File: src/rtl/tour_cmd_seq_if.sv
// Command-path bundle between the UART wrapper, the tour solver memory,
// cmd_proc and tour_cmd_seq. The slave modport is the sequencer's view.
interface tour_cmd_seq_if;
   logic        start_tour;
   logic [7:0]  move;
   logic [4:0]  mv_indx;
   logic [15:0] cmd_UART;
   logic        cmd_rdy_UART;
   logic [15:0] cmd;
   logic        cmd_rdy;
   logic        clr_cmd_rdy;
   logic        send_resp;
   logic [7:0]  resp;

   modport master (
      output start_tour, move, cmd_UART, cmd_rdy_UART, clr_cmd_rdy, send_resp,
      input  mv_indx, cmd, cmd_rdy, resp
   );

   modport slave (
      input  start_tour, move, cmd_UART, cmd_rdy_UART, clr_cmd_rdy, send_resp,
      output mv_indx, cmd, cmd_rdy, resp
   );
endinterface

File: src/rtl/tour_cmd_seq.sv
// tour_cmd_seq: forwards UART commands to cmd_proc while idle; during a tour
// it splits each one-hot knight move into a vertical leg (opcode 4) and a
// horizontal leg (opcode 5) and sequences them through the cmd_proc handshake.
// Optional feature macro: TOUR_ABORT_EN (a UART command aborts a running tour).
module tour_cmd_seq #(
   parameter int unsigned NUM_MOVES = 24
) (
   input  logic         clk,
   input  logic         rst_n,
   tour_cmd_seq_if.slave bus
);

   localparam int unsigned IDX_W = 5;
   localparam logic [IDX_W-1:0] LAST_IDX = IDX_W'(NUM_MOVES - 1);

   localparam logic [3:0] OP_MOVE    = 4'h4;
   localparam logic [3:0] OP_FANFARE = 4'h5;
   localparam logic [7:0] HDG_N      = 8'h00;
   localparam logic [7:0] HDG_W      = 8'h3F;
   localparam logic [7:0] HDG_S      = 8'h7F;
   localparam logic [7:0] HDG_E      = 8'hBF;
   localparam logic [7:0] RESP_BUSY  = 8'h5A;
   localparam logic [7:0] RESP_DONE  = 8'hA5;

`ifdef TOUR_ABORT_EN
   localparam logic ABORT_EN = 1'b1;
`else
   localparam logic ABORT_EN = 1'b0;
`endif

   typedef enum logic [2:0] {IDLE, VERT, HOLD_V, HORZ, HOLD_H} state_t;

   typedef struct packed {
      logic [3:0] opcode;
      logic [7:0] heading;
      logic [3:0] squares;
   } cmd_t;

   state_t           state_q, state_d;
   logic [IDX_W-1:0] mv_indx_q, mv_indx_d;
   logic [7:0]       resp_q, resp_d;
   logic             send_pend_q, send_pend_d;

   logic             vert_north, horz_east;
   logic [3:0]       vert_sq, horz_sq;
   cmd_t             vert_cmd, horz_cmd;
   logic [15:0]      cmd_c;
   logic             cmd_rdy_c;
   logic             last_move;

   assign last_move = (mv_indx_q == LAST_IDX);

   // Decode the one-hot move into leg directions and lengths; anything else acts as b0.
   always_comb begin
      vert_north = 1'b1;
      vert_sq    = 4'd2;
      horz_east  = 1'b0;
      horz_sq    = 4'd1;
      case (bus.move)
         8'h02: begin vert_north = 1'b1; vert_sq = 4'd2; horz_east = 1'b1; horz_sq = 4'd1; end
         8'h04: begin vert_north = 1'b1; vert_sq = 4'd1; horz_east = 1'b0; horz_sq = 4'd2; end
         8'h08: begin vert_north = 1'b0; vert_sq = 4'd1; horz_east = 1'b0; horz_sq = 4'd2; end
         8'h10: begin vert_north = 1'b0; vert_sq = 4'd2; horz_east = 1'b0; horz_sq = 4'd1; end
         8'h20: begin vert_north = 1'b0; vert_sq = 4'd2; horz_east = 1'b1; horz_sq = 4'd1; end
         8'h40: begin vert_north = 1'b0; vert_sq = 4'd1; horz_east = 1'b1; horz_sq = 4'd2; end
         8'h80: begin vert_north = 1'b1; vert_sq = 4'd1; horz_east = 1'b1; horz_sq = 4'd2; end
         default: ;
      endcase
   end

   // Assemble the two leg commands.
   always_comb begin
      vert_cmd.opcode  = OP_MOVE;
      vert_cmd.heading = vert_north ? HDG_N : HDG_S;
      vert_cmd.squares = vert_sq;
      horz_cmd.opcode  = OP_FANFARE;
      horz_cmd.heading = horz_east ? HDG_E : HDG_W;
      horz_cmd.squares = horz_sq;
   end

   // Next-state, counter, response and command mux.
   always_comb begin
      state_d     = state_q;
      mv_indx_d   = mv_indx_q;
      resp_d      = resp_q;
      send_pend_d = 1'b0;
      cmd_c       = bus.cmd_UART;
      cmd_rdy_c   = 1'b0;

      if (bus.send_resp) begin
         resp_d = ((state_q != IDLE) && !((state_q == HOLD_H) && last_move))
                  ? RESP_BUSY : RESP_DONE;
      end

      case (state_q)
         IDLE: begin
            cmd_rdy_c = bus.cmd_rdy_UART;
            if (bus.start_tour) begin
               mv_indx_d = '0;
               state_d   = VERT;
            end
         end
         VERT: begin
            cmd_c     = vert_cmd;
            cmd_rdy_c = 1'b1;
            if (bus.clr_cmd_rdy) begin
               state_d     = HOLD_V;
               // a send_resp arriving with the accept must not be dropped
               send_pend_d = bus.send_resp;
            end
         end
         HOLD_V: begin
            cmd_c = vert_cmd;
            if (bus.send_resp || send_pend_q) state_d = HORZ;
         end
         HORZ: begin
            cmd_c     = horz_cmd;
            cmd_rdy_c = 1'b1;
            if (bus.clr_cmd_rdy) state_d = HOLD_H;
         end
         HOLD_H: begin
            cmd_c = horz_cmd;
            if (bus.send_resp) begin
               if (last_move) begin
                  state_d = IDLE;
               end else begin
                  mv_indx_d = mv_indx_q + IDX_W'(1);
                  state_d   = VERT;
               end
            end
         end
         default: state_d = IDLE;
      endcase

      if (ABORT_EN && (state_q != IDLE) && bus.cmd_rdy_UART) begin
         state_d     = IDLE;
         mv_indx_d   = '0;
         resp_d      = RESP_DONE;
         send_pend_d = 1'b0;
      end
   end

   // State, move counter, response and pending-send registers.
   always_ff @(posedge clk or negedge rst_n) begin
      if (!rst_n) begin
         state_q     <= IDLE;
         mv_indx_q   <= '0;
         resp_q      <= RESP_DONE;
         send_pend_q <= 1'b0;
      end else begin
         state_q     <= state_d;
         mv_indx_q   <= mv_indx_d;
         resp_q      <= resp_d;
         send_pend_q <= send_pend_d;
      end
   end

   assign bus.cmd     = cmd_c;
   assign bus.cmd_rdy = cmd_rdy_c;
   assign bus.mv_indx = mv_indx_q;
   assign bus.resp    = resp_q;

endmodule

File: src/flat_wrapper.sv
// flat-port wrapper written by rule: the top's interface ports become plain ports
module tour_cmd_seq_flat 
#(
   parameter int unsigned NUM_MOVES = 24
)
  (clk, rst_n, bus_start_tour, bus_move, bus_cmd_UART, bus_cmd_rdy_UART, bus_clr_cmd_rdy, bus_send_resp, bus_mv_indx, bus_cmd, bus_cmd_rdy, bus_resp);
  tour_cmd_seq_if bus_i ();
  input  logic clk;
  input  logic rst_n;
  input wire logic [$bits(bus_i.start_tour)-1:0] bus_start_tour;
  input wire logic [$bits(bus_i.move)-1:0] bus_move;
  input wire logic [$bits(bus_i.cmd_UART)-1:0] bus_cmd_UART;
  input wire logic [$bits(bus_i.cmd_rdy_UART)-1:0] bus_cmd_rdy_UART;
  input wire logic [$bits(bus_i.clr_cmd_rdy)-1:0] bus_clr_cmd_rdy;
  input wire logic [$bits(bus_i.send_resp)-1:0] bus_send_resp;
  output wire logic [$bits(bus_i.mv_indx)-1:0] bus_mv_indx;
  output wire logic [$bits(bus_i.cmd)-1:0] bus_cmd;
  output wire logic [$bits(bus_i.cmd_rdy)-1:0] bus_cmd_rdy;
  output wire logic [$bits(bus_i.resp)-1:0] bus_resp;
  assign bus_i.start_tour = bus_start_tour;
  assign bus_i.move = bus_move;
  assign bus_i.cmd_UART = bus_cmd_UART;
  assign bus_i.cmd_rdy_UART = bus_cmd_rdy_UART;
  assign bus_i.clr_cmd_rdy = bus_clr_cmd_rdy;
  assign bus_i.send_resp = bus_send_resp;
  assign bus_mv_indx = bus_i.mv_indx;
  assign bus_cmd = bus_i.cmd;
  assign bus_cmd_rdy = bus_i.cmd_rdy;
  assign bus_resp = bus_i.resp;
  tour_cmd_seq #(.NUM_MOVES(NUM_MOVES)) u_core (.clk(clk), .rst_n(rst_n), .bus(bus_i));
endmodule
File: config.mk
export PLATFORM = sky130hd
export DESIGN_NAME = tour_cmd_seq_flat
export DESIGN_NICKNAME = d
export VERILOG_FILES = /design/src/rtl/tour_cmd_seq_if.sv /design/src/rtl/tour_cmd_seq.sv /design/src/flat_wrapper.sv
export SDC_FILE = /design/constraint.sdc
export NUM_CORES = 1
export LEC_CHECK = 0
export ABC_AREA = 1
export CORE_ASPECT_RATIO = 1.2
export CORE_UTILIZATION = 39
export CTS_BUF_LIST = sky130_fd_sc_hd__clkbuf_2
export DETAILED_ROUTE_END_ITERATION = 7
export PLACE_DENSITY = 0.83
export SETUP_SLACK_MARGIN = 0.02
export SLEW_MARGIN = 20
export SYNTH_ARGS = -nofsm -noshare
export SYNTH_HDL_FRONTEND = slang
export SYNTH_SLANG_ARGS = --single-unit
File: constraint.sdc
create_clock -name clk -period 1.6 [get_ports clk]
set_input_delay 0.24 -clock clk [delete_from_list [all_inputs] [get_ports clk]]
set_output_delay 0.24 -clock clk [all_outputs]
set_load 0.05 [all_outputs]
==> flow_metrics.env, run 1 <==
export IMPL_tightest_slew_ns=0.527
export IMPL_ys_warnings_count=0
export IMPL_worstSkewPairLatency_ns=0.29
export IMPL_syn_inst=169
export IMPL_worstPathCellList="inv_2, nand2_4, nor2_4, inv_4, nand2_4, nor2_4, inv_2, or2_1, buf_6"
export IMPL_ys_seq_area_frac=0.275
export IMPL_crit_path_end_kind="output pin"
export IMPL_synth_compound_area_frac=0.0398
export IMPL_clockBufferDepth=2
export IMPL_die_height_um=57.7
export IMPL_nNetsFinal=279
export IMPL_max_freq_ghz=0.504
export IMPL_syn_area_um2=1010
export IMPL_ys_ff_latch=11
export IMPL_cp_top_family="simple AND/OR/NAND/NOR gates"
export IMPL_crit_fanout=5
export IMPL_start_util=0.424
export IMPL_wirelength_um=4320
export IMPL_grt_antenna_before_repair=0
export IMPL_min_path_type="input port to async pin"
export IMPL_finalHoldViolations=0
export IMPL_grt_pass1_wl_um=6110
export IMPL_placed_area_um2=1880
export IMPL_place_hpwl_um=2720
export IMPL_place_gp_congestion=0.884
export IMPL_synth_net_count=200
export IMPL_drv_cap=0
export IMPL_dr_pass1_iters=5
export IMPL_grt_pass1_vias=1412
export IMPL_io_buffer_count=59
export IMPL_syn2layout_area_growth_pct=116
export IMPL_clk_pin_slew_worst_paths_ns=0.12
export IMPL_critPathSlowestCell="dfrtp_1"
export IMPL_grt_max_degree=12
export IMPL_synth_top_family_by_area="simple AND/OR/NAND/NOR gates"
export IMPL_run_status="finished, violations left"
export IMPL_htree_levels=1
export IMPL_drt_antenna_violating_nets=0
export IMPL_route_vias_total=1441
export IMPL_finalMaxSlewViolations=0
export IMPL_drc=0
export IMPL_rows=19
export IMPL_syn_area_per_cell_um2=5.96
export IMPL_gr_total_overflow=0
export IMPL_crit_type="flop to output pin"
export IMPL_synth_fa_ha_area_frac=0.0124
export IMPL_violations="setup timing"
export IMPL_die_x_um=48.4
export IMPL_critical_path_arrival_ns=1.74
export IMPL_setup_viol=25
export IMPL_wl_per_cell_um=15.5
export IMPL_grt_usage=0.286
export IMPL_synth_xor_area_share=0.00870
export IMPL_worstPathRequired_ns=1.36
export IMPL_grt_setup_unrepaired="yes"
export IMPL_synthMuxAreaShare=0
export IMPL_die_area_um2=2790
export IMPL_nFillCells=96
export IMPL_via_per_inst=5.18
export IMPL_core_um2=2380
export IMPL_synthSimpleGateAreaFrac=0.509
export IMPL_fin_tns_setup_ns=-6.67
export IMPL_drt_iter0_markers=60
export IMPL_slew_headroom=0.647
export IMPL_cts_root_buf="clkbuf_2"
export IMPL_period_needed_ns=1.98
export IMPL_startpoint_type="flop"
export IMPL_cts_tree="done"
export IMPL_cts_buffers=3
export IMPL_synth_distinct_cells=23
export IMPL_clock_skew_ns=0.00301
export IMPL_antenna_diode_count=0
export IMPL_final_area_um2=2180
export IMPL_critical_path_max_stage_delay_ns=0.44
export IMPL_worst_path_buf_inv=4
export IMPL_clock_sinks=11
export IMPL_finalCritPeriodShare=1.24
export IMPL_io_pins=60
export IMPL_drive_gt1_frac=0.457
export IMPL_worst_slack_ns=-0.385
==> cell families (layout without fill, tap and decap cells) <==
group	after synthesis	after routing
XOR/XNOR	1	1
buffers and inverters	33	111
AO/OA/AOI/OAI	7	7
flip-flops	11	11
AND/OR/NAND/NOR	116	116
adder cells (fa/ha/maj)	1	1
==> timing repair <==
action | 4_1_cts | 5_1_grt
hold endpoints to repair | 0 | 0
resized for setup | 25 | 35
hold buffers | 0 | 0
buffers inserted | 5 | 5
setup endpoints to repair | 17 | 23
pin swaps | 4 | 10
==> per-stage QoR <==
stage,hold WS [ns],setup WS (ns),cells,utilization
2_1_floorplan,-0.0556,-0.151,169,-
3_3_place_gp,0.494,-0.337,264,0.792
3_5_place_dp,0.509,-0.436,264,0.792
4_1_cts,0.291,-0.320,273,0.849
5_1_grt,0.296,-0.488,278,0.917
6_report,0.284,-0.385,278,0.917
==> final cells by class <==
cell class | count | area, um2 | area share
flip-flops and latches | 11 | 279 | 0.128
inverters | 26 | 100 | 0.0459
clock buffers | 4 | 20.0 | 0.00918
well taps | 31 | 38.8 | 0.0178
repair buffers | 81 | 955 | 0.438
multi-input cells | 125 | 787 | 0.361
==> Yosys cell counts, drive strengths merged <==
cell    instances  area, um2
buf             7       56.3
dfrtp          10        250
dfstp           1       26.3
ha              1       12.5
inv            26        100
nand2          61        246
nand3          23        115
nand3b          1       7.51
nand4           2       12.5
nor2           26        115
nor3            2       10.0
o21a            1       7.51
o21ai           5       25.0
o21bai          1       7.51
or2             1       6.26
xor2            1       8.76
==> path summary, 6_finish.rpt <==
| kind | startpoint | to | cells after the start | slack, ns |
|---|---|---|---|---|
| max | u_core.state_q[1] | bus_cmd[14] | 9 | -0.38 |
| min | rst_n | u_core.state_q[2] | 1 | 0.28 |
| max reg2reg | u_core.state_q[1] | u_core.bus.mv_indx[1] | 13 | -0.12 |
| min reg2reg | u_core.bus.mv_indx[2] | u_core.bus.mv_indx[2] | 2 | 0.57 |
| max in group asynchronous | rst_n | u_core.bus.mv_indx[1] | 1 | 0.94 |
| min in group clk | bus_clr_cmd_rdy | u_core.send_pend_q | 3 | 0.51 |
==> registers in the layout (all words and copies together), names as in the netlist <==
register	cells
u_core.bus.mv_indx	5
u_core.bus.resp	2
u_core.send_pend_q	1
u_core.state_q	3
==> per-layer routing <==
layer	wire, um	share of wire	global-route usage
met1	1470	0.34	0.259
met2	2490	0.58	0.610
met3	218	0.050	0.0499
met4	144	0.033	0.126
met5	0	0	0
==> cells in the final DEF (no fill, tap or decap), types with 4 or more instances in the layout <==
cell type and instances:
nor2_1 16, buf_6 5, clkbuf_2 4, nand3_1 12, inv_1 19, dfrtp_1 8
inv_2 6, buf_12 20, nor2_4 8, nand2_4 9, buf_4 27, nand2_2 15
clkdlybuf4s50_1 27, nand2_1 37, nand3_2 9
Power of run 1 is left out: the tool's default activity adds up to more than one toggle a clock period on the data nets, which glitch-free logic cannot reach.
==> run 2, diff against run 1 <==
- clock period: 1.6 -> 2.2 ns (I/O delays scaled with it)
==> flow_metrics.env, run 2 (synthesized netlist as in run 1, its figures left out) <==
export IMPL_run_status="finished clean"
export IMPL_cts_root_buf="clkbuf_2"
export IMPL_cts_tree="done"
export IMPL_die_height_um=57.7
export IMPL_max_freq_ghz=0.474
export IMPL_dr_pass1_iters=6
export IMPL_finalHoldViolations=0
export IMPL_path_depth=9
export IMPL_timing_rr_end="u_core.bus.mv_indx[0]"
export IMPL_final_cell_mix="nand2_1 (57), clkdlybuf4s50_1 (42), nor2_1 (21), inv_1 (21), nand3_1 (20)"
export IMPL_postCtsHoldBufs=0
export IMPL_min_path_type="input port to async pin"
export IMPL_syn2layout_area_growth_pct=82.7
export IMPL_finalCritPeriodShare=0.959
export IMPL_core_um2=2380
export IMPL_place_hpwl_um=2210
export IMPL_worstPathRequired_ns=1.87
export IMPL_clock_sinks=11
export IMPL_r2r_cells=9
export IMPL_worst_path_buf_inv=4
export IMPL_die_area_um2=2790
export IMPL_grt_antenna_before_repair=0
export IMPL_tightest_slew_ns=0.498
export IMPL_drt_antenna_violating_nets=0
export IMPL_grt_pass1_vias=1130
export IMPL_start_util=0.424
export IMPL_place_gp_congestion=0.887
export IMPL_antenna_diode_count=0
export IMPL_setup_viol=0
export IMPL_clock_skew_ns=0.00771
export IMPL_critical_path_arrival_ns=1.78
export IMPL_final_common_cell="nand2_1"
export IMPL_slew_headroom=0.667
export IMPL_worstSkewPairLatency_ns=0.27
export IMPL_grt_pass1_wl_um=4260
export IMPL_period_needed_ns=2.11
export IMPL_crit_fanout=8
export IMPL_startpoint_type="flop"
export IMPL_drc=0
export IMPL_grt_max_degree=13
export IMPL_grt_setup_unrepaired="yes"
export IMPL_rrSetupSlack_ns=0.69
export IMPL_htree_levels=1
export IMPL_worstPathCellList="inv_2, nor2_4, inv_4, nand2_4, nor2_4, buf_4, nand2_1, nand3_1, buf_12"
export IMPL_utilization=0.774
export IMPL_gr_total_overflow=0
export IMPL_cts_buffers=3
export IMPL_drt_iter0_markers=20
export IMPL_io_pins=60
export IMPL_grt_usage=0.193
export IMPL_largest_register_ffs=5
export IMPL_clockBufferDepth=2
export IMPL_wirelength_um=2850
export IMPL_via_per_inst=4.96
export IMPL_reg2reg_from="u_core.bus.mv_indx[0]"
export IMPL_cp_common_cell="nor2_4"
export IMPL_wl_per_cell_um=10.8
export IMPL_clk_pin_slew_worst_paths_ns=0.11
export IMPL_critical_path_max_stage_delay_ns=0.44
export IMPL_nNetsFinal=266
export IMPL_cp_top_family="buffers and inverters"
export IMPL_crit_type="flop to output pin"
export IMPL_critPathSlowestCell="dfrtp_1"
export IMPL_crit_path_end_kind="output pin"
export IMPL_drv_cap=0
export IMPL_worst_hold_slack_ns=0.374
export IMPL_finalMaxSlewViolations=0
export IMPL_io_buffer_count=59
export IMPL_route_vias_total=1314
export IMPL_die_x_um=48.4
export IMPL_drive_gt1_frac=0.205
export IMPL_rows=19
## run 2: cell count changes in the layout (fill, tap and decap cells not counted), sizes merged
cell,previous run,this run
buf,52,26
dlymetal6s2s,2,0
clkdlybuf4s50,27,42
## run 2: worst reg2reg max path: stages, from the launching register on
cell	delay [ns]
dfrtp_1	0.44
ha_1	0.23
nand2_1	0.11
inv_1	0.07
nand4_1	0.07
nand2_1	0.12
nor2_4	0.18
inv_2	0.08
nand2_1	0.07
nand2_1	0.05
## run 2: area by class of cell
type                    count  area (um2)
flip-flops and latches     11         277
fillers                   173         537
repair buffers             68         803
clock buffers               4        20.0
inverters                  26         100
well taps                  31        38.8
multi-input cells         125         602
## run 2: worst max path at each step
| stage | to | slack (ns) | from |
|---|---|---|---|
| 2_1_floorplan | bus_cmd_rdy | 0.35 | u_core.state_q[0] |
| 3_3_place_gp | bus_cmd[5] | 0.16 | bus_move[2] |
| 3_5_place_dp | bus_cmd[4] | 0.1 | bus_move[2] |
| 4_1_cts | bus_cmd[14] | 0.05 | u_core.state_q[2] |
| 5_1_grt | bus_cmd[9] | -0.02 | u_core.state_q[2] |
| 6_report | bus_cmd[0] | 0.09 | u_core.state_q[2] |
## run 2: through the flow
step	TNS, ns	cell area, um2	std cells	setup WS (ns)
6_report	0	1840	265	0.0904
3_3_place_gp	0	1730	252	0.164
5_1_grt	-0.0459	1840	265	-0.0231
4_1_cts	0	1750	256	0.0536
2_1_floorplan	0	1010	169	0.347
3_5_place_dp	0	1730	252	0.0980
## run 2: routing by layer
| metal | wire length (um) | GRT usage | up-vias |
|---|---|---|---|
| li1 | - | - | 647 |
| met1 | 1070 | 0.195 | 590 |
| met2 | 1500 | 0.360 | 71 |
| met3 | 233 | 0.0577 | 6 |
| met4 | 46 | 0.101 | 0 |
| met5 | 0 | 0 | - |
## run 2: repair_timing
item,4_1_cts,5_1_grt
buffers inserted,0,9
resized for setup,0,7
endpoints found under the setup margin,0,15
Power of run 2 is left out for the same reason.
==> run 3, diff against run 2 <==
- CORE_MARGIN: default -> 5
==> flow_metrics.env, run 3 (synthesized netlist as in run 1, its figures left out) <==
export IMPL_run_status="finished clean"
export IMPL_final_cell_mix="nand2_1 (58), clkdlybuf4s50_1 (42), nand3_1 (23)"
export IMPL_drt_iter0_markers=15
export IMPL_grt_pass1_vias=1132
export IMPL_clockBufferDepth=2
export IMPL_syn2layout_area_growth_pct=77.1
export IMPL_worstPathRequired_ns=1.87
export IMPL_die_area_um2=3700
export IMPL_rows=20
export IMPL_crit_type="flop to output pin"
export IMPL_drc=0
export IMPL_dr_pass1_iters=4
export IMPL_min_path_type="input port to async pin"
export IMPL_largest_register_ffs=5
export IMPL_core_um2=2500
export IMPL_grt_usage=0.151
export IMPL_htree_levels=1
export IMPL_crit_path_end_kind="output pin"
export IMPL_die_height_um=65.7
export IMPL_worstSkewPairLatency_ns=0.27
export IMPL_startpoint_type="flop"
export IMPL_cts_tree="done"
export IMPL_tightest_slew_ns=0.512
export IMPL_period_needed_ns=2.07
export IMPL_io_pins=60
export IMPL_drive_gt1_frac=0.175
export IMPL_grt_max_degree=13
export IMPL_finalMaxSlewViolations=0
export IMPL_drv_cap=0
export IMPL_final_common_cell="nand2_1"
export IMPL_crit_fanout=6
export IMPL_nNetsFinal=260
export IMPL_clock_sinks=11
export IMPL_wirelength_um=2770
export IMPL_cts_root_buf="clkbuf_2"
export IMPL_max_freq_ghz=0.484
export IMPL_clock_skew_ns=0.00590
export IMPL_final_area_um2=1780
export IMPL_gr_total_overflow=0
export IMPL_io_buffer_count=59
export IMPL_grt_setup_unrepaired="yes"
export IMPL_setup_viol=0
export IMPL_cts_buffers=3
export IMPL_place_hpwl_um=2340
export IMPL_slew_headroom=0.658
export IMPL_worst_hold_slack_ns=0.386
export IMPL_antenna_diode_count=0
export IMPL_drt_antenna_violating_nets=0
export IMPL_finalHoldViolations=0
export IMPL_via_per_inst=4.82
export IMPL_route_vias_total=1258
export IMPL_clk_pin_slew_worst_paths_ns=0.11
export IMPL_wl_per_cell_um=10.6
export IMPL_placed_area_um2=1730
export IMPL_grt_pass1_wl_um=4410
export IMPL_place_gp_congestion=0.810
export IMPL_start_util=0.402
export IMPL_critical_path_arrival_ns=1.74
export IMPL_die_x_um=56.4
export IMPL_grt_antenna_before_repair=0
export IMPL_finalCritPeriodShare=0.939
run 3: area by class of cell:
| class | count | area [um2] |
|---|---|---|
| fillers | 228 | 718 |
| flip-flops and latches | 11 | 277 |
| inverters | 26 | 100 |
| multi-input cells | 126 | 596 |
| repair buffers | 61 | 751 |
| clock buffers | 4 | 20.0 |
| well taps | 33 | 41.3 |
run 3: path summary, 6_finish.rpt:
check                                       from               endpoint  slack (ns)  cells past startpoint
setup / recovery               u_core.state_q[0]            bus_cmd[14]        0.13                      9
hold / removal                             rst_n  u_core.bus.mv_indx[2]        0.39                      1
setup reg to reg           u_core.bus.mv_indx[0]  u_core.bus.mv_indx[0]        0.69                      9
hold reg to reg               u_core.bus.resp[5]     u_core.bus.resp[5]        0.49                      2
max in group asynchronous                  rst_n     u_core.bus.resp[5]        1.45                      1
min in group clk              u_core.bus.resp[5]     u_core.bus.resp[5]        0.49                      2
run 3: routing by layer:
layer,routed length [um],vias to the layer above,global-route usage
li1,-,638,-
met4,65,0,0.0979
met2,1370,55,0.265
met5,0,-,0
met1,1040,561,0.147
met3,300,4,0.0589
run 3: per-stage QoR:
stage / TNS (ns) / instances / worst slack [ns] / util
2_1_floorplan: 0 / 169 / 0.347 / -
3_3_place_gp: 0 / 254 / 0.152 / 0.691
3_5_place_dp: 0 / 254 / 0.111 / 0.691
4_1_cts: 0 / 258 / 0.0403 / 0.699
5_1_grt: -0.000499 / 261 / -0.000499 / 0.713
6_report: 0 / 261 / 0.134 / 0.713
run 3: what timing repair did:
action / CTS / global route
setup buffers: 0 / 2
endpoints found under the setup margin: 0 / 13
gates resized for setup: 0 / 5
hold buffers: 0 / 0
endpoints found under the hold margin: 0 / 0
run 3: critical path, cell delays in order, from the launching register on:
cell	delay, ns
dfrtp_1	0.42
inv_2	0.08
nand2_2	0.11
nor2_4	0.05
inv_4	0.08
nand2_4	0.08
nor2_4	0.18
inv_2	0.08
or2_1	0.21
buf_4	0.19
Power of run 3 is left out for the same reason.
